$ cat src/rtl/pe_row_sequencer.sv
// Command sequencer for one row of MAC tiles: turns LOAD/EXEC/SHIFT/CLEAR
// commands into registered inst_e/out_e beats for the row's first tile.
//
// Ports:
//   clk, reset (async, active-low)
//   cmd_valid/cmd_ready, cmd_op[2:0], cmd_len[7:0] : command handshake
//   din_valid/din_ready, din[bw-1:0]               : data beat handshake
//   inst_e[2:0], out_e[bw-1:0]                     : registered tile drive
//   done, err                                      : completion pulse
//
// Option: define PE_SEQ_FLUSH_EN to append col idle cycles after the last
// beat before done.
module pe_row_sequencer #(
  parameter int bw  = 4,
  parameter int col = 8
) (
  input  logic          clk,
  input  logic          reset,
  input  logic          cmd_valid,
  output logic          cmd_ready,
  input  logic [2:0]    cmd_op,
  input  logic [7:0]    cmd_len,
  input  logic          din_valid,
  output logic          din_ready,
  input  logic [bw-1:0] din,
  output logic [2:0]    inst_e,
  output logic [bw-1:0] out_e,
  output logic          done,
  output logic          err
);

  localparam int CW =
    ($clog2(col + 1) > 8) ? $clog2(col + 1) : 8;

  localparam logic [2:0] OP_LOAD_W  = 3'b000;
  localparam logic [2:0] OP_EXEC_W  = 3'b001;
  localparam logic [2:0] OP_EXEC_O  = 3'b010;
  localparam logic [2:0] OP_SHIFT_O = 3'b011;
  localparam logic [2:0] OP_CLEAR   = 3'b100;

  localparam logic [2:0] T_W_IDLE  = 3'b000;
  localparam logic [2:0] T_W_LOAD  = 3'b001;
  localparam logic [2:0] T_W_EXEC  = 3'b010;
  localparam logic [2:0] T_IDLE    = 3'b100;
  localparam logic [2:0] T_O_SHIFT = 3'b101;
  localparam logic [2:0] T_O_EXEC  = 3'b110;
  localparam logic [2:0] T_RESET   = 3'b111;

  localparam logic M_WS = 1'b0;
  localparam logic M_OS = 1'b1;

  typedef enum logic [2:0] {
    S_IDLE,
    S_LOAD,
    S_WEXEC,
    S_OEXEC,
    S_OSHIFT,
    S_CLR,
    S_FLUSH,
    S_DONE
  } state_t;

`ifdef PE_SEQ_FLUSH_EN
  localparam state_t S_TAIL = S_FLUSH;
`else
  localparam state_t S_TAIL = S_DONE;
`endif

  state_t          r_state;
  state_t          w_state_nxt;
  logic            r_mode;
  logic            w_mode_nxt;
  logic            r_err;
  logic [CW-1:0]   r_len;
  logic [CW-1:0]   r_cnt;
  logic [CW-1:0]   w_cnt_nxt;
  logic [CW-1:0]   w_target;
  logic            w_more;
  logic [2:0]      r_inst;
  logic [2:0]      w_inst_nxt;
  logic [bw-1:0]   r_out;
  logic [bw-1:0]   w_out_nxt;
  logic [2:0]      w_idle;
  logic            w_accept;
  logic            w_legal;
  logic            w_op_ld;
  logic            w_op_ew;
  logic            w_op_eo;
  logic            w_op_sh;
  logic            w_op_cl;
  logic            w_len_z;

  assign w_accept = cmd_valid & (r_state == S_IDLE);
  assign w_op_ld  = (cmd_op == OP_LOAD_W);
  assign w_op_ew  = (cmd_op == OP_EXEC_W);
  assign w_op_eo  = (cmd_op == OP_EXEC_O);
  assign w_op_sh  = (cmd_op == OP_SHIFT_O);
  assign w_op_cl  = (cmd_op == OP_CLEAR);
  assign w_legal  = w_op_ld | w_op_ew | w_op_eo
                  | w_op_sh | w_op_cl;
  assign w_len_z  = (cmd_len == 8'd0);

  // The idle code follows the mode the accepted op
  // selects, so the first cycle after accept already
  // idles in the new mode.
  always_comb begin
    w_mode_nxt = r_mode;
    if (w_accept && w_legal)
      w_mode_nxt = (w_op_ld | w_op_ew) ? M_WS : M_OS;
  end

  assign w_idle = (w_mode_nxt == M_OS) ? T_IDLE : T_W_IDLE;

  // LOAD always fills the whole row; CLR is one beat.
  always_comb begin
    w_target = r_len;
    if (r_state == S_LOAD)
      w_target = CW'(col);
    else if (r_state == S_CLR)
      w_target = CW'(1);
  end

  assign w_more = (r_cnt < w_target);

  always_comb begin
    w_state_nxt = r_state;
    w_cnt_nxt   = r_cnt;
    w_inst_nxt  = w_idle;
    w_out_nxt   = r_out;
    cmd_ready   = 1'b0;
    din_ready   = 1'b0;
    unique case (r_state)
      S_IDLE: begin
        cmd_ready = 1'b1;
        if (cmd_valid) begin
          w_cnt_nxt = '0;
          unique case (1'b1)
            w_op_ld: w_state_nxt = S_LOAD;
            w_op_ew: w_state_nxt =
              w_len_z ? S_TAIL : S_WEXEC;
            w_op_eo: w_state_nxt =
              w_len_z ? S_TAIL : S_OEXEC;
            w_op_sh: w_state_nxt =
              w_len_z ? S_TAIL : S_OSHIFT;
            w_op_cl: w_state_nxt = S_CLR;
            default: w_state_nxt = S_DONE;
          endcase
        end
      end
      S_LOAD, S_WEXEC, S_OEXEC: begin
        if (w_more) begin
          din_ready = 1'b1;
          if (din_valid) begin
            unique case (r_state)
              S_LOAD:  w_inst_nxt = T_W_LOAD;
              S_WEXEC: w_inst_nxt = T_W_EXEC;
              default: w_inst_nxt = T_O_EXEC;
            endcase
            w_out_nxt = din;
            w_cnt_nxt = r_cnt + CW'(1);
          end
        end else begin
          // Last beat is on the outputs this cycle.
          w_state_nxt = S_TAIL;
          w_cnt_nxt   = '0;
        end
      end
      S_OSHIFT, S_CLR: begin
        if (w_more) begin
          w_inst_nxt = (r_state == S_CLR) ?
                       T_RESET : T_O_SHIFT;
          w_out_nxt  = '0;
          w_cnt_nxt  = r_cnt + CW'(1);
        end else begin
          w_state_nxt = S_TAIL;
          w_cnt_nxt   = '0;
        end
      end
      S_FLUSH: begin
        if (r_cnt == CW'(col - 1)) begin
          w_state_nxt = S_DONE;
          w_cnt_nxt   = '0;
        end else begin
          w_cnt_nxt = r_cnt + CW'(1);
        end
      end
      S_DONE: begin
        w_state_nxt = S_IDLE;
      end
      default: begin
        w_state_nxt = S_IDLE;
      end
    endcase
  end

  always_ff @(posedge clk or negedge reset) begin
    if (!reset) begin
      r_state <= S_IDLE;
      r_mode  <= M_WS;
      r_err   <= 1'b0;
      r_len   <= '0;
      r_cnt   <= '0;
      r_inst  <= T_W_IDLE;
      r_out   <= '0;
    end else begin
      r_state <= w_state_nxt;
      r_mode  <= w_mode_nxt;
      r_cnt   <= w_cnt_nxt;
      r_inst  <= w_inst_nxt;
      r_out   <= w_out_nxt;
      if (w_accept) begin
        r_err <= ~w_legal;
        r_len <= CW'(cmd_len);
      end
    end
  end

  assign inst_e = r_inst;
  assign out_e  = r_out;
  assign done   = (r_state == S_DONE);
  assign err    = done & r_err;

endmodule

$ cat config.mk
export PLATFORM = sky130hd
export DESIGN_NAME = pe_row_sequencer
export DESIGN_NICKNAME = d
export VERILOG_FILES = /design/src/rtl/pe_row_sequencer.sv
export SDC_FILE = /design/constraint.sdc
export NUM_CORES = 1
export LEC_CHECK = 0
export ABC_CLOCK_PERIOD_IN_PS = 5200
export BUFFER_PORTS_ARGS = -buffer_cell sky130_fd_sc_hd__clkbuf_2
export CORE_ASPECT_RATIO = 1.1
export CORE_UTILIZATION = 40
export DETAILED_ROUTE_END_ITERATION = 12
export GPL_TIMING_DRIVEN = 0
export HOLD_SLACK_MARGIN = 0.08
export PLACE_DENSITY_LB_ADDON = 0.2
export SLEW_MARGIN = 40
export SYNTH_ARGS = -nofsm -noshare
export SYNTH_HDL_FRONTEND = slang
export SYNTH_SLANG_ARGS = --single-unit
$ cat constraint.sdc
create_clock -name clk -period 5.2 [get_ports clk]
set_input_delay 0.26 -clock clk [delete_from_list [all_inputs] [get_ports clk]]
set_output_delay 0.26 -clock clk [all_outputs]
set_load 0.02 [all_outputs]
==> results.md <==
- Mapped Cells: 178
- Starting DRT DRC Count: 56
- Actual slew at the worst max-slew pin: 0.644 ns
- Critical Path Most Common Cell: a21oi_1
- Port Buffer Count: 28
- Core box area: 3960 um2
- Slowest stage delay, CP: 0.39 ns
- CTS tree: done
- Most frequent cells in the layout: 28 x dfrtp_1, 27 x clkbuf_2, 24 x nand2_1
- CTS H-tree lvls: 1
- Synth top area cells: dfrtp_1 42%, ha_1 6.1%, mux2_2 5.5%, nand2_1 5.5%, a21oi_1 4.9%
- # rows: 24
- Post-Layout Cell Count: 262
- P per Cell Area: 583 nW/um2
- Router iterations before antenna repair: 4
- Max FO, Critical Path: 9
- VDD IR max: 240 uV
- Yosys cell types: 39
- Reg2reg start: r_state[0]
- Inserted Diodes: 0
- Post-synth ARST share: 100%
- Cell area after synthesis: 1650 um2
- Clock buffer depth: 2
- Tcrit/Tclk final: 55.4%
- Initial core utilization: 41.6%
- Post CTS Setup Buffer Count: 0
- FF+latch area: 701 um2
- Worst setup EP type: output pin
- I/O pin count: 30
- Max-Cap Viols: 0
- Crit-path cells: nand2b_1, buf_2, nor2_1, a21oi_1, ha_1, a21oi_1, a21oi_1, a21oi_2, nand2_1, nor2_1, clkbuf_2
- Routed Antenna Nets: 0
- Wire per inst: 13.4 um
- Setup TNS: 0 ns
- RSZ-0062 raised after global routing: no
- DR vias: 1,435
- Avg Cell Area, Syn: 9.26 um2
- HPWL Detailed: 2.59 mm
- Multi-input logic area: 896 um2
- Sequential fraction of the synthesis area: 42.5%
- Cell taking the most area after synthesis: dfrtp_1
- Die Span Y: 69.3 um
- Final wirelength: 3.50 mm
- GRT overflow: 0
- Hold Startpoint: din[1]
- Reg2Reg Depth: 10
- Ys flop type: dfrtp_1
- Final Max Slew Viols: 0
- DR vias/cell: 5.48
- Post-synth net total: 205
- Worst-skew pair later-pin latency: 0.28 ns
- CTS Hold Buffers Added: 1
- # fillers: 421
- Synth Register Bits: 28
- Post-CTS Resized: 0
- Number of synthesized flops with an enable pin: 0
- Worst setup SP type: register
- CP arrival: 2.62 ns
- Die ar.: 4380 um2
- Placed Cells: 258
- Initial antenna violation count: 0
- Hold Crit Class: in2reg
- Outcome: completed
- Worst rel slew slack: 57.1%
- Cts bufs inserted: 3
- Clk sinks: 28
- Synth warnings: 0
- Layout cells sized above 1: 22.4%
- R2r setup slk: 2.63 ns
- Hold EP: out_e[1]
- Hold Path Stages: 3
- First-pass GRT wire length: 5.99 mm
- Pleak: 0.930 nW
- Final hold vios: 0
- Routability cong.: 0.792
- Total track usage: 17.2%
- Die width: 63.2 um
- CP max-delay cell: dfrtp_1
- Commonest non-fill, non-tap cell in the layout: dfrtp_1
- Pin count of the biggest net entering global routing: 29
- Minimum clock period: 2.88 ns
- Critical path type: reg2out
- DRC viols: 0
- Root buf cell: clkbuf_8
- Clock Pin Slew Worst Setup and Hold Paths: 0.09 ns
- Vias in the first global route: 1,365
- Final setup viols: 0
- Critical Path RT: 4.94 ns
- Worst r2r dst: r_cnt[0]
- Max Fclk: 347 MHz
- Area grow syn2layout: 15.6%
- Final net count: 239
- Layout Skew: 0.00563 ns
- Top cell type's share of synthesized area: 42.5%
[logic make-up (layout without fill, tap and decap cells)]
group | after synthesis | after routing | share of synthesized area, %
multiplexers | 9 | 9 | 6.37
flip-flops | 28 | 28 | 42.5
XOR/XNOR | 1 | 1 | 0.531
AND/OR/NAND/NOR | 65 | 65 | 19.7
AO/OA/AOI/OAI | 54 | 54 | 21.7
buffers and inverters | 13 | 45 | 3.19
adder cells (fa/ha/maj) | 8 | 8 | 6.07
[metal layers]
metal | track usage (%) | routed length, um | vias up
met1 | 22.7 | 1620 | 688
met5 | 0 | 0 | -
met3 | 1.97 | 83 | 5
met4 | 6.31 | 51 | 0
met2 | 28.8 | 1740 | 24
li1 | - | - | 718
[synth_stat cells (all sizes together) (2+ instances only)]
| master | n |
|---|---|
| mux2 | 9 |
| dfrtp | 28 |
| o21ai | 12 |
| ha | 8 |
| buf | 4 |
| nor4 | 3 |
| clkbuf | 3 |
| nor2 | 9 |
| a31oi | 5 |
| a22o | 5 |
| nor3 | 3 |
| nand3 | 6 |
| nor2b | 4 |
| o31ai | 7 |
| a21oi | 17 |
| nand2 | 24 |
| a211o | 2 |
| and3 | 7 |
| nand4 | 3 |
| inv | 6 |
[worst max-delay path, delay by kind of cell, from the launching register on]
kind	cells	cell delay, ns
and+or+nand+nor	4	0.68
AOI/OAI and AO/OA	4	0.62
adders and majority gates	1	0.31
buffers and inverters	2	0.34
DFF	1	0.39
[worst max-delay path by stage]
| stage | from | endpoint | slack [ns] |
|---|---|---|---|
| finish | r_state[1] | din_ready | 2.32 |
| global route | r_state[1] | din_ready | 2.12 |
| CTS | r_state[1] | din_ready | 2.28 |
| detailed placement | r_state[1] | din_ready | 2.61 |
| global placement | r_state[0] | r_cnt[0] | 2.63 |
| floorplan | r_state[1] | din_ready | 2.86 |
[power by group]
group	internal, W	switching [W]
Sequential	0.000304	0.0000504
Clock	0.0000521	0.0000660
Combinational	0.000248	0.000390
Total	0.000605	0.000506
[cell type report]
cell class              count  area share (%)
well taps                  52            3.41
clock buffers               3            2.17
flip-flops and latches     28            36.8
repair buffers             29            7.88
multi-input cells         137            47.0
inverters                   6            1.18
plain buffers               7            1.58
[sequential cells by signal (all words and copies together), names as in the netlist]
signal	count
inst_e	3
out_e	4
r_cnt	8
r_err	1
r_len	8
r_mode	1
r_state	3
[per-stage QoR]
stage	worst slack, ns	area [um2]	hold slack (ns)	util [%]	power [W]
CTS	2.28	1910	0.207	48.1	0.00112
global route	2.12	1910	0.213	48.1	0.00122
detailed placement	2.61	1850	0.356	46.8	0.000997
floorplan	2.86	1650	-0.0356	-	0.000838
finish	2.32	1910	0.212	48.1	0.00111
global placement	2.63	1850	0.350	46.8	0.000988
No activity file was read; power rests on OpenSTA's default activity.
